File: config.mk
export PLATFORM = sky130hd
export DESIGN_NAME = hilo_div_unit
export DESIGN_NICKNAME = d
export VERILOG_FILES = /design/src/rtl/hilo_div_unit_pkg.sv /design/src/rtl/hilo_div_unit_step.sv /design/src/rtl/hilo_div_unit.sv
export SDC_FILE = /design/constraint.sdc
export NUM_CORES = 1
export LEC_CHECK = 0
export BUFFER_PORTS_ARGS = -buffer_cell sky130_fd_sc_hd__buf_4
export CAP_MARGIN = 20
export CORE_MARGIN = 2
export CORE_UTILIZATION = 54
export CTS_CLUSTER_DIAMETER = 80
export DETAILED_ROUTE_END_ITERATION = 7
export PLACE_DENSITY = 0.85
export SLEW_MARGIN = 20
export SYNTH_ARGS = -nofsm -noshare
export SYNTH_HDL_FRONTEND = slang
export SYNTH_SLANG_ARGS = --single-unit
File: constraint.sdc
create_clock -name clk -period 4.1 [get_ports clk]
set_input_delay 0.205 -clock clk [delete_from_list [all_inputs] [get_ports clk]]
set_output_delay 0.205 -clock clk [all_outputs]
set_load 0.02 [all_outputs]
File: src/rtl/hilo_div_unit_pkg.sv
// Shared definitions for the HI/LO divide sequencer: state encoding,
// iteration count and the operation decode helpers used by ID/EX.
package hilo_div_unit_pkg;

  typedef enum logic [1:0] {
    IDLE    = 2'd0,
    DIVZERO = 2'd1,
    BUSY    = 2'd2,
    DONE    = 2'd3
  } Div_state_t;

  localparam int DIV_CYCLES = 32;

  typedef enum logic [3:0] {
    OP_NOP   = 4'd0,
    OP_MFHI  = 4'd1,
    OP_MFLO  = 4'd2,
    OP_MTHI  = 4'd3,
    OP_MTLO  = 4'd4,
    OP_MULT  = 4'd5,
    OP_MULTU = 4'd6,
    OP_DIV   = 4'd7,
    OP_DIVU  = 4'd8
  } Oper_t;

  function automatic logic need_write_hilo(input Oper_t oper);
    case (oper)
      OP_MTHI, OP_MTLO, OP_MULT, OP_MULTU, OP_DIV, OP_DIVU: need_write_hilo = 1'b1;
      default:                                              need_write_hilo = 1'b0;
    endcase
  endfunction

  function automatic logic need_div(input Oper_t oper);
    case (oper)
      OP_DIV, OP_DIVU: need_div = 1'b1;
      default:         need_div = 1'b0;
    endcase
  endfunction

endpackage

File: src/rtl/hilo_div_unit_step.sv
// One radix-2 restoring division step on the {remainder, quotient} partial
// register: shift left, trial-subtract the divisor, keep it if non-negative.
module hilo_div_unit_step #(
  parameter int DATA_W = 32
) (
  input  logic [2*DATA_W:0]  part_i,
  input  logic [DATA_W-1:0]  divisor_i,
  output logic [2*DATA_W:0]  part_o
);

  logic [2*DATA_W+1:0] shifted_s;
  logic [DATA_W+1:0]   diff_s;

  // Shift, trial subtract and restore
  always_comb begin
    shifted_s = {part_i, 1'b0};
    diff_s    = shifted_s[2*DATA_W+1:DATA_W] - {2'b00, divisor_i};
    if (!diff_s[DATA_W+1]) begin
      part_o = {diff_s[DATA_W:0], shifted_s[DATA_W-1:1], 1'b1};
    end else begin
      part_o = shifted_s[2*DATA_W:0];
    end
  end

endmodule

File: src/rtl/hilo_div_unit.sv
// Iterative DIV/DIVU sequencer for EX: magnitudes are divided unsigned over
// DATA_W steps, then signs are applied; result is {hi, lo} = {rem, quo}.
module hilo_div_unit
  import hilo_div_unit_pkg::*;
#(
  parameter int DATA_W = 32,
  parameter int CNT_W  = 6
) (
  input  logic              clk,
  input  logic              rst,
  input  logic              start,
  input  logic              annul,
  input  logic              signed_div,
  input  logic [DATA_W-1:0] dividend,
  input  logic [DATA_W-1:0] divisor,
  output logic              busy,
  output logic              ready,
  output logic [DATA_W-1:0] hi_o,
  output logic [DATA_W-1:0] lo_o
);

  localparam logic [DATA_W-1:0] ONE      = {{(DATA_W-1){1'b0}}, 1'b1};
  localparam logic [DATA_W-1:0] ZERO     = {DATA_W{1'b0}};
  localparam logic [DATA_W-1:0] ALL_ONES = {DATA_W{1'b1}};
  localparam logic [CNT_W-1:0]  CNT_ONE  = {{(CNT_W-1){1'b0}}, 1'b1};
  localparam logic [CNT_W-1:0]  CNT_LAST = CNT_W'(DATA_W - 1);

  Div_state_t          state_q;
  logic [CNT_W-1:0]    cnt_q;
  logic                sgn_q, neg_dvd_q, neg_dvs_q;
  logic [2*DATA_W:0]   part_q;
  logic [2*DATA_W:0]   part_d;
  logic [DATA_W-1:0]   dvs_q;
  logic                busy_q, ready_q;
  logic [DATA_W-1:0]   hi_q, lo_q;
  logic [DATA_W-1:0]   dvd_abs_s, dvs_abs_s, quo_fix_s, rem_fix_s;

  hilo_div_unit_step #(.DATA_W(DATA_W)) u_step (
    .part_i    (part_q),
    .divisor_i (dvs_q),
    .part_o    (part_d)
  );

  // Operand magnitudes at start and signed fixup of the final step result
  always_comb begin
    if (signed_div && dividend[DATA_W-1]) dvd_abs_s = ~dividend + ONE;
    else                                  dvd_abs_s = dividend;
    if (signed_div && divisor[DATA_W-1])  dvs_abs_s = ~divisor + ONE;
    else                                  dvs_abs_s = divisor;
    if (sgn_q && (neg_dvd_q != neg_dvs_q)) quo_fix_s = ~part_d[DATA_W-1:0] + ONE;
    else                                   quo_fix_s = part_d[DATA_W-1:0];
    if (sgn_q && neg_dvd_q) rem_fix_s = ~part_d[2*DATA_W-1:DATA_W] + ONE;
    else                    rem_fix_s = part_d[2*DATA_W-1:DATA_W];
  end

  // Sequencer FSM with registered status and result outputs
  always_ff @(posedge clk) begin
    if (rst) begin
      state_q   <= IDLE;
      cnt_q     <= {CNT_W{1'b0}};
      sgn_q     <= 1'b0;
      neg_dvd_q <= 1'b0;
      neg_dvs_q <= 1'b0;
      part_q    <= {(2*DATA_W+1){1'b0}};
      dvs_q     <= ZERO;
      busy_q    <= 1'b0;
      ready_q   <= 1'b0;
      hi_q      <= ZERO;
      lo_q      <= ZERO;
    end else if (annul) begin
      state_q <= IDLE;
      cnt_q   <= {CNT_W{1'b0}};
      busy_q  <= 1'b0;
      ready_q <= 1'b0;
    end else begin
      case (state_q)
        IDLE: begin
          if (start) begin
            sgn_q     <= signed_div;
            neg_dvd_q <= dividend[DATA_W-1];
            neg_dvs_q <= divisor[DATA_W-1];
            dvs_q     <= dvs_abs_s;
            cnt_q     <= {CNT_W{1'b0}};
            busy_q    <= 1'b1;
            // Divide-by-zero keeps the raw dividend so hi can echo it
            if (divisor == ZERO) begin
              part_q  <= {{(DATA_W+1){1'b0}}, dividend};
              state_q <= DIVZERO;
            end else begin
              part_q  <= {{(DATA_W+1){1'b0}}, dvd_abs_s};
              state_q <= BUSY;
            end
          end
        end
        DIVZERO: begin
          state_q <= DONE;
          busy_q  <= 1'b0;
          ready_q <= 1'b1;
          hi_q    <= part_q[DATA_W-1:0];
          lo_q    <= ALL_ONES;
        end
        BUSY: begin
          part_q <= part_d;
          cnt_q  <= cnt_q + CNT_ONE;
          if (cnt_q == CNT_LAST) begin
            state_q <= DONE;
            busy_q  <= 1'b0;
            ready_q <= 1'b1;
            hi_q    <= rem_fix_s;
            lo_q    <= quo_fix_s;
          end
        end
        DONE: begin
          if (!start) begin
            state_q <= IDLE;
            ready_q <= 1'b0;
          end
        end
        default: begin
          state_q <= IDLE;
          busy_q  <= 1'b0;
          ready_q <= 1'b0;
        end
      endcase
    end
  end

  assign busy  = busy_q;
  assign ready = ready_q;
  assign hi_o  = hi_q;
  assign lo_o  = lo_q;

endmodule
==> results of run 1 <==
[cell usage in the layout (no fill, tap or decap), types with 28 or more instances in the layout]
master	n
inv_1	53
nor2_1	185
xnor2_1	67
a21oi_1	182
o21ai_0	123
buf_4	174
nor3_1	38
nand2_1	181
a211oi_1	42
dfxtp_1	170
xor2_1	63
ha_1	28
[metal layers]
metal	routed length, um	part of all wire [%]
met5	0	0
met4	1590	4.2
met3	3300	8.6
met2	17200	45
met1	16200	42
[logic make-up after synthesis]
| logic type | after synthesis | share of synthesized area [%] |
|---|---|---|
| AOI/OAI and AO/OA | 536 | 27.5 |
| xor gates and xnor gates | 131 | 9.29 |
| adders and majority gates | 42 | 4.31 |
| buffers and inverters | 168 | 5.66 |
| DFF | 174 | 28.2 |
| muxes | 31 | 2.55 |
| and+or+nand+nor | 589 | 22.5 |
[worst max-delay path by stage]
stage	slack [ps]	from	to	depth (start not counted)
3_5_place_dp	110	dvs_q[18]$_SDFFE_PP0P_	hi_o[26]$_SDFFE_PP0P_	15
3_3_place_gp	260	part_q[51]$_SDFFE_PP0P_	hi_o[30]$_SDFFE_PP0P_	13
2_1_floorplan	150	dvs_q[8]$_SDFFE_PP0P_	lo_o[28]$_SDFFE_PP0P_	21
6_report	100	part_q[31]$_SDFFE_PP0P_	hi_o[31]$_SDFFE_PP0P_	15
4_1_cts	80	dvs_q[18]$_SDFFE_PP0P_	hi_o[31]$_SDFFE_PP0P_	16
5_1_grt	-70	dvs_q[4]$_SDFFE_PP0P_	hi_o[30]$_SDFFE_PP0P_	14
[synth_stat cells, types with 10 or more instances]
cell type	count	area, um^2
a211oi_1	42	315
xor2_1	63	552
o211ai_1	24	180
a22oi_1	10	75.1
and3_1	15	93.8
mux2i_1	27	270
clkbuf_1	75	282
buf_2	23	115
and2_1	12	75.1
dfxtp_1	174	3480
nand2_1	182	683
or4_1	12	90.1
nor3_1	39	195
ha_1	41	513
o21ai_0	123	616
o31ai_1	17	128
nand3_1	27	135
a31oi_1	24	150
inv_1	55	206
or3_1	27	169
nor2_1	191	717
nand4_1	15	93.8
xnor2_1	68	596
nor4_1	16	100
nand2b_1	10	62.6
a21oi_1	186	931
[state kept, by name, indices dropped and copies added, names as in the netlist]
signal and cells:
busy 1, dvs_q 32, part_q 65, ready 1
lo_o 32, neg_dvd_q 1, neg_dvs_q 1, hi_o 32
sgn_q 1, cnt_q 6, state_q 2
[cell type report]
class                           count  area (um^2)
Clock buffer                       17          425
Multi-Input combinational cell   1329         8350
Clock inverter                     14          160
Timing Repair Buffer              174         1310
Inverter                           58          225
Fill cell                        1979         8250
Tap cell                          285          357
Sequential cell                   174         3490
[power groups by stage]
stage / combinational (mW) / clock [mW] / sequential, mW
finish: 1.06 / 1.65 / 1.84
global route: 1.15 / 1.74 / 1.85
CTS: 1.00 / 1.65 / 1.84
detailed placement: 0.998 / 0 / 1.88
global placement: 0.976 / 0 / 1.88
floorplan: 0.675 / 0 / 1.87
[repair_timing]
| action | in CTS | in global routing |
|---|---|---|
| gates resized for setup | 0 | 48 |
| buffers inserted | 0 | 3 |
| endpoints found under the hold margin | 0 | 0 |
| endpoints found under the setup margin | 0 | 16 |
[worst max-delay path, stage by stage, from the launching register on]
cell	delay, ps
dfxtp_4	360
inv_4	60
ha_4	130
inv_2	40
fa_2	400
a211oi_4	330
o211ai_1	320
a2111oi_2	490
nor2_2	110
o31a_1	320
a21oi_2	160
a31o_2	200
nand4_1	140
o41ai_2	410
xor2_1	130
a2111oi_2	310
[per-stage QoR]
stage / util, % / setup slack (ps) / power [mW]
2_1_floorplan: - / 155 / 2.55
4_1_cts: 62.6 / 83.0 / 4.50
6_report: 63.4 / 97.5 / 4.55
3_3_place_gp: 60.0 / 259 / 2.85
3_5_place_dp: 60.0 / 111 / 2.88
5_1_grt: 63.4 / -68.9 / 4.74
==> impl_metrics.yaml, run 1 <==
clocking:
  clk_latency_ps: 450
  cts_buffers: 17
  cts_root_buf: "clkbuf_16"
  cts_tree: "yes"
  clock_sinks: 174
  htreeDepth: 4
  cts_buffer_depth: 2
  holdBufCountCts: 0
  clk_pin_slew_ps: 70
global_route:
  grt_max_degree: 74
  use_met1_pct: 41.4
  top_usage_layer: "met2"
  grt_usage_pct: 30.9
  overflow: 0
  antenna_found_initial: 0
  grt_pass1_vias: 11733
  grt_pass1_wl_um: 60300
  met2_usage_pct: 50.1
  grtUsageMet3_pct: 4.76
die:
  fp.dieH_um: 155
  ioPinCount: 135
  start_util_pct: 54.7
  chipWidth_um: 155
  core.rowCount: 55
  die-area_um2: 24100
  core_um2: 22600
power:
  p_per_area_nw_per_um2: 318
  swShare_pct: 32.3
  internal_power_mw: 3.08
  leakage_nw: 5.50
  power_frac_comb_pct: 23.2
  seqPwrFrac_pct: 40.5
  p_clk_share_pct: 36.3
  ir_drop_uv: 248
  switching_power_mw: 1.47
routing:
  antenna_left: 0
  wl_per_cell_um: 18.6
  wl_um: 38200
  drc: 0
  initialDrtViolationCount: 1416
  vias_per_cell: 6.32
  route.vias.total: 12957
  dr.pass1.iters: 8
synth:
  synth_area_um2: 12400
  synth_cells: 1671
  synth_flop_cell: "dfxtp_1"
  syn-num-nets: 1782
  synth_area_per_cell_um2: 7.39
  synth_edf_count: 0
  ys_types: 88
  seq_area_frac_synth_pct: 28.2
  ys_ff_latch: 174
  async_flop_share_pct: 0
  yosysWarnings: 0
timing:
  tightest_slew_ps: 889
  final_hold_viol_count: 0
  setup_viol: 0
  post-route-min-period_ps: 4000
  whs_ps: 29.1
  min_period_over_period_pct: 97.6
  fmax_ghz: 0.250
  fin_setup_tns_ps: 0
  timing.final.max_slew_violations: 0
  skew_ps: 12.2
  slew_headroom_pct: 40.5
setup_path:
  r2r_setup_slack_ps: 100
  worstRegToRegCells: 15
  crit_type: "flip-flop to flip-flop"
  startpoint_type: "flip-flop"
  rr_endpoint: "hi_o[31]$_SDFFE_PP0P_"
  reg2reg_from: "part_q[31]$_SDFFE_PP0P_"
  crit_required_ps: 4430
  cp-end-kind: "flip-flop"
  critPathMaxFanout: 5
  cp_data_arrival_time_ps: 4340
cells_and_area:
  diodes: 0
  nets: 1865
  instances_no_fill: 2051
  drive_gt1_share_pct: 16.6
  final_area_um2: 14300
  area_growth_pct: 15.9
placement:
  io_buffers: 134
  dp.cells: 2017
  gp_congestion: 0.952
  detailed_place_hpwl_um: 28400
  place_area_um2: 13500
worst_hold_path:
  worstHoldStart: "dividend[31]"
  hold_depth: 3
  hold_end: "neg_dvd_q$_SDFFE_PP0P_"
  worstHoldPathType: "input pin to flip-flop"
run:
  cap_violations: 0
run_status:
  status: "finished clean"
(Power assumes the default switching activity.)
==> run 2: changes to the inputs <==
- PLACE_DENSITY: 0.85 -> 0.77
==> impl_metrics.yaml, run 2 (synthesis gave the netlist of run 1 again) <==
run_status:
  status: "finished clean"
die:
  start_util_pct: 54.7
  die-area_um2: 24100
  fp.dieH_um: 155
  core_um2: 22600
  chipWidth_um: 155
  core.rowCount: 55
  ioPinCount: 135
worst_hold_path:
  worstHoldPathType: "input pin to flip-flop"
clocking:
  clk_pin_slew_ps: 70
  clock_sinks: 174
  cts_buffers: 17
  htreeDepth: 4
  cts_tree: "yes"
  cts_root_buf: "clkbuf_16"
  clk_latency_ps: 440
  cts_buffer_depth: 2
timing:
  fmax_ghz: 0.257
  setup_viol: 0
  post-route-min-period_ps: 3890
  tightest_slew_ps: 1040
  slew_headroom_pct: 30.3
  min_period_over_period_pct: 94.8
  skew_ps: 15.0
  timing.final.max_slew_violations: 0
  final_hold_viol_count: 0
  whs_ps: 36.2
  fin_ws_ps: 212
placement:
  dp.cells: 2022
  post-place-ws_ps: 39.7
  place_area_um2: 13600
  gp_congestion: 0.943
  io_buffers: 134
  detailed_place_hpwl_um: 29300
routing:
  route.vias.total: 12829
  drc: 0
  dr.pass1.iters: 6
  wl_um: 39400
  vias_per_cell: 6.24
  initialDrtViolationCount: 1319
  antenna_left: 0
  wl_per_cell_um: 19.1
cells_and_area:
  area_growth_pct: 15.8
  final_cell_mix: "nor2_1 (188), a21oi_1 (186), nand2_1 (182)"
  largest_register_ff_count: 65
  diodes: 0
  final_area_um2: 14300
  drive_gt1_share_pct: 15.3
  instances_no_fill: 2057
  nets: 1870
  utilization_pct: 63.4
  top_register: "part_q"
  final_common_cell: "nor2_1"
setup_path:
  cp_common_cell: "inv_1"
  startpoint_type: "flip-flop"
  crit_required_ps: 4420
  path_cells: "inv_1, ha_1, inv_1, fa_2, a211oi_2, o21ai_2, a22oi_2, a21oi_1, or3_1, a21o_1, o41ai_4, nand4_1, o41ai_2, xor2_1, a2111oi_1"
  worst-path-buf-inv: 2
  critPathMaxFanout: 6
  critPathTopFamily: "compound AO/OA/AOI/OAI gates"
  crit_path_top_delay_cell: "o41ai_4"
  cp-end-kind: "flip-flop"
  cp_data_arrival_time_ps: 4210
  crit_path_max_incr_delay_ps: 390
  crit_type: "flip-flop to flip-flop"
global_route:
  antenna_found_initial: 0
  grt_pass1_vias: 11683
  overflow: 0
  grt_pass1_wl_um: 62300
  grt_usage_pct: 32.2
  grt_max_degree: 79
power:
  internal_power_mw: 3.20
  power_frac_comb_pct: 22.4
  swShare_pct: 31.7
  seqPwrFrac_pct: 39.4
  p_per_area_nw_per_um2: 328
  switching_power_mw: 1.49
  leakage_nw: 5.51
  p_clk_share_pct: 38.2
  ir_drop_uv: 259
run:
  cap_violations: 0
## run 2: worst paths after layout
check	start	endpoint	slack [ps]	cells past startpoint
worst min register to register	ready$_SDFFE_PP0P_	ready$_SDFFE_PP0P_	480	2
worst max register to register	part_q[31]$_SDFFE_PP0P_	hi_o[31]$_SDFFE_PP0P_	210	15
worst min-delay path	divisor[31]	neg_dvs_q$_SDFFE_PP0P_	40	3
worst max-delay path	part_q[31]$_SDFFE_PP0P_	hi_o[31]$_SDFFE_PP0P_	210	15
## run 2: power groups by stage
stage	logic [mW]	registers [mW]	clock network [mW]
2_1_floorplan	0.675	1.87	0
5_1_grt	1.15	1.85	1.88
3_3_place_gp	1.00	1.88	0
6_report	1.05	1.85	1.79
3_5_place_dp	1.01	1.88	0
4_1_cts	1.02	1.84	1.80
## run 2: layer usage
metal / global-route usage, % / vias up / wire [um]
met2: 52.8 / 597 / 17900
met5: 0 / - / 0
met3: 3.84 / 105 / 2860
li1: - / 6180 / -
met1: 43.1 / 5947 / 17000
met4: 13.7 / 0 / 1550
## run 2: area by class of cell
type	count	area, um^2
Clock buffer	19	433
Fill cell	2054	8260
Timing Repair Buffer	179	1360
Tap cell	285	357
Multi-Input combinational cell	1329	8260
Sequential cell	174	3480
Clock inverter	13	199
Inverter	58	223
## run 2: repair_timing
item / CTS / global route
buffers inserted: 0 / 3
setup endpoints to repair: 0 / 21
hold buffers: 0 / 0
gates resized for setup: 0 / 14
## run 2: through the flow
stage,power [mW],setup TNS [ps]
floorplan,2.55,0
global placement,2.88,0
detailed placement,2.89,0
CTS,4.66,0
global route,4.88,-35.3
finish,4.69,0
## run 2: tightest hold or removal path, delay by kind of cell
family	cells	cell delay, ps
and+or+nand+nor	1	70
muxes	1	60
buffers and inverters	1	100
==> run 3: changes to the inputs <==
- CORE_UTILIZATION: 54 -> 35
- PLACE_DENSITY: 0.77 -> default
==> impl_metrics.yaml, run 3 (synthesis gave the netlist of run 1 again) <==
power:
  ir_drop_uv: 268
  leakage_nw: 5.57
  p_per_area_nw_per_um2: 314
setup_path:
  critPathMaxFanout: 6
  crit_required_ps: 4440
  cp-end-kind: "flip-flop"
  crit_type: "flip-flop to flip-flop"
  startpoint_type: "flip-flop"
  cp_data_arrival_time_ps: 4280
timing:
  min_period_over_period_pct: 96.2
  setup_viol: 0
  fin_setup_tns_ps: 0
  tightest_slew_ps: 933
  fmax_ghz: 0.254
  timing.final.max_slew_violations: 0
  rsz0062_at_grt: "true"
  post-route-min-period_ps: 3940
  skew_ps: 16.6
  final_hold_viol_count: 0
  slew_headroom_pct: 37.6
global_route:
  antenna_found_initial: 0
  grt_pass1_wl_um: 64600
  grt_max_degree: 79
  grt_usage_pct: 22.4
  grt_pass1_vias: 11427
  overflow: 0
clocking:
  clk_latency_ps: 460
  cts_root_buf: "clkbuf_16"
  cts_setup_buffers: 0
  clock_sinks: 174
  cts_tree: "yes"
  clk_pin_slew_ps: 80
  cts_buffer_depth: 2
  htreeDepth: 4
  cts_buffers: 17
die:
  die-area_um2: 36800
  ioPinCount: 135
  fp.dieH_um: 192
  chipWidth_um: 192
  core_um2: 34600
  start_util_pct: 35.7
  core.rowCount: 68
routing:
  antenna_left: 0
  wl_per_cell_um: 18.5
  vias_per_cell: 5.61
  dr.pass1.iters: 5
  drc: 0
  wl_um: 41600
  initialDrtViolationCount: 969
  route.vias.total: 12574
cells_and_area:
  final_common_cell: "buf_4"
  final_cell_mix: "buf_4 (192), nor2_1 (187), a21oi_1 (186)"
  final_area_um2: 14600
  utilization_pct: 42.0
  nets: 1885
  top_register: "part_q"
  area_growth_pct: 17.8
  drive_gt1_share_pct: 15.8
  diodes: 0
  largest_register_ff_count: 65
run_status:
  status: "finished clean"
run:
  cap_violations: 0
placement:
  gp_congestion: 0.920
  place_area_um2: 13900
  io_buffers: 134
  detailed_place_hpwl_um: 31500
worst_hold_path:
  worstHoldPathType: "input pin to flip-flop"
## run 3: cell count changes in the layout (fill, tap and decap cells not counted), moves of 2 or more
cell / delta
clkinv_4: +2
ha_1: +2
ha_2: -2
o21ai_0: -4
inv_6: +2
buf_4: +14
bufinv_16: -3
o21ai_1: +4
clkinvlp_4: -3
## run 3: timing repair
action,CTS,global route
resized for setup,0,12
endpoints found under the setup margin,0,7
hold buffers,0,0
## run 3: worst max-delay path, cell delays in order (launching register included)
cell and delay, ps:
dfxtp_1 360, inv_1 80, ha_1 170, inv_1 60, fa_1 420, a211oi_2 270
o21ai_2 150, a22oi_2 230, a21oi_1 130, or3_1 340, a21o_1 240, o41ai_4 410
nand4_1 200, o41ai_2 280, xor2_1 110, a2111oi_1 390
## run 3: cell type report
cell class | instances | area, um^2
Fill cell | 3651 | 20100
Clock buffer | 19 | 433
Sequential cell | 174 | 3480
Inverter | 58 | 220
Clock inverter | 13 | 146
Tap cell | 455 | 569
Multi-Input combinational cell | 1329 | 8230
Timing Repair Buffer | 194 | 1470
## run 3: final timing paths
kind / start / to / slack, ps / cells after the start
max: part_q[31]$_SDFFE_PP0P_ / hi_o[31]$_SDFFE_PP0P_ / 160 / 15
min: divisor[31] / neg_dvs_q$_SDFFE_PP0P_ / 30 / 3
max reg2reg: part_q[31]$_SDFFE_PP0P_ / hi_o[31]$_SDFFE_PP0P_ / 160 / 15
min reg2reg: ready$_SDFFE_PP0P_ / ready$_SDFFE_PP0P_ / 470 / 2
## run 3: layer usage
layer,GRT usage (%),vias up,part of all wire [%]
li1,-,6225,-
met3,2.98,34,6.3
met5,0,-,0
met2,36.9,422,45
met4,5.06,0,1.3
met1,31.1,5893,47
## run 3: metrics by stage
stage / hold WS (ps) / total power, mW / cells / setup WS, ps
after detailed placement: 463 / 2.92 / 2210 / 196
after CTS: 14.2 / 4.58 / 2242 / 142
after global placement: 454 / 2.91 / 2210 / 256
final: 32.4 / 4.56 / 2242 / 156
after global routing: 29.7 / 4.77 / 2242 / -58.4
after floorplan: 352 / 2.55 / 1671 / 155
## run 3: power by group
part	switching (mW)	total, mW	internal, mW
clock	0.794	1.66	0.864
sequential	0.0844	1.85	1.76
combinational	0.647	1.06	0.414
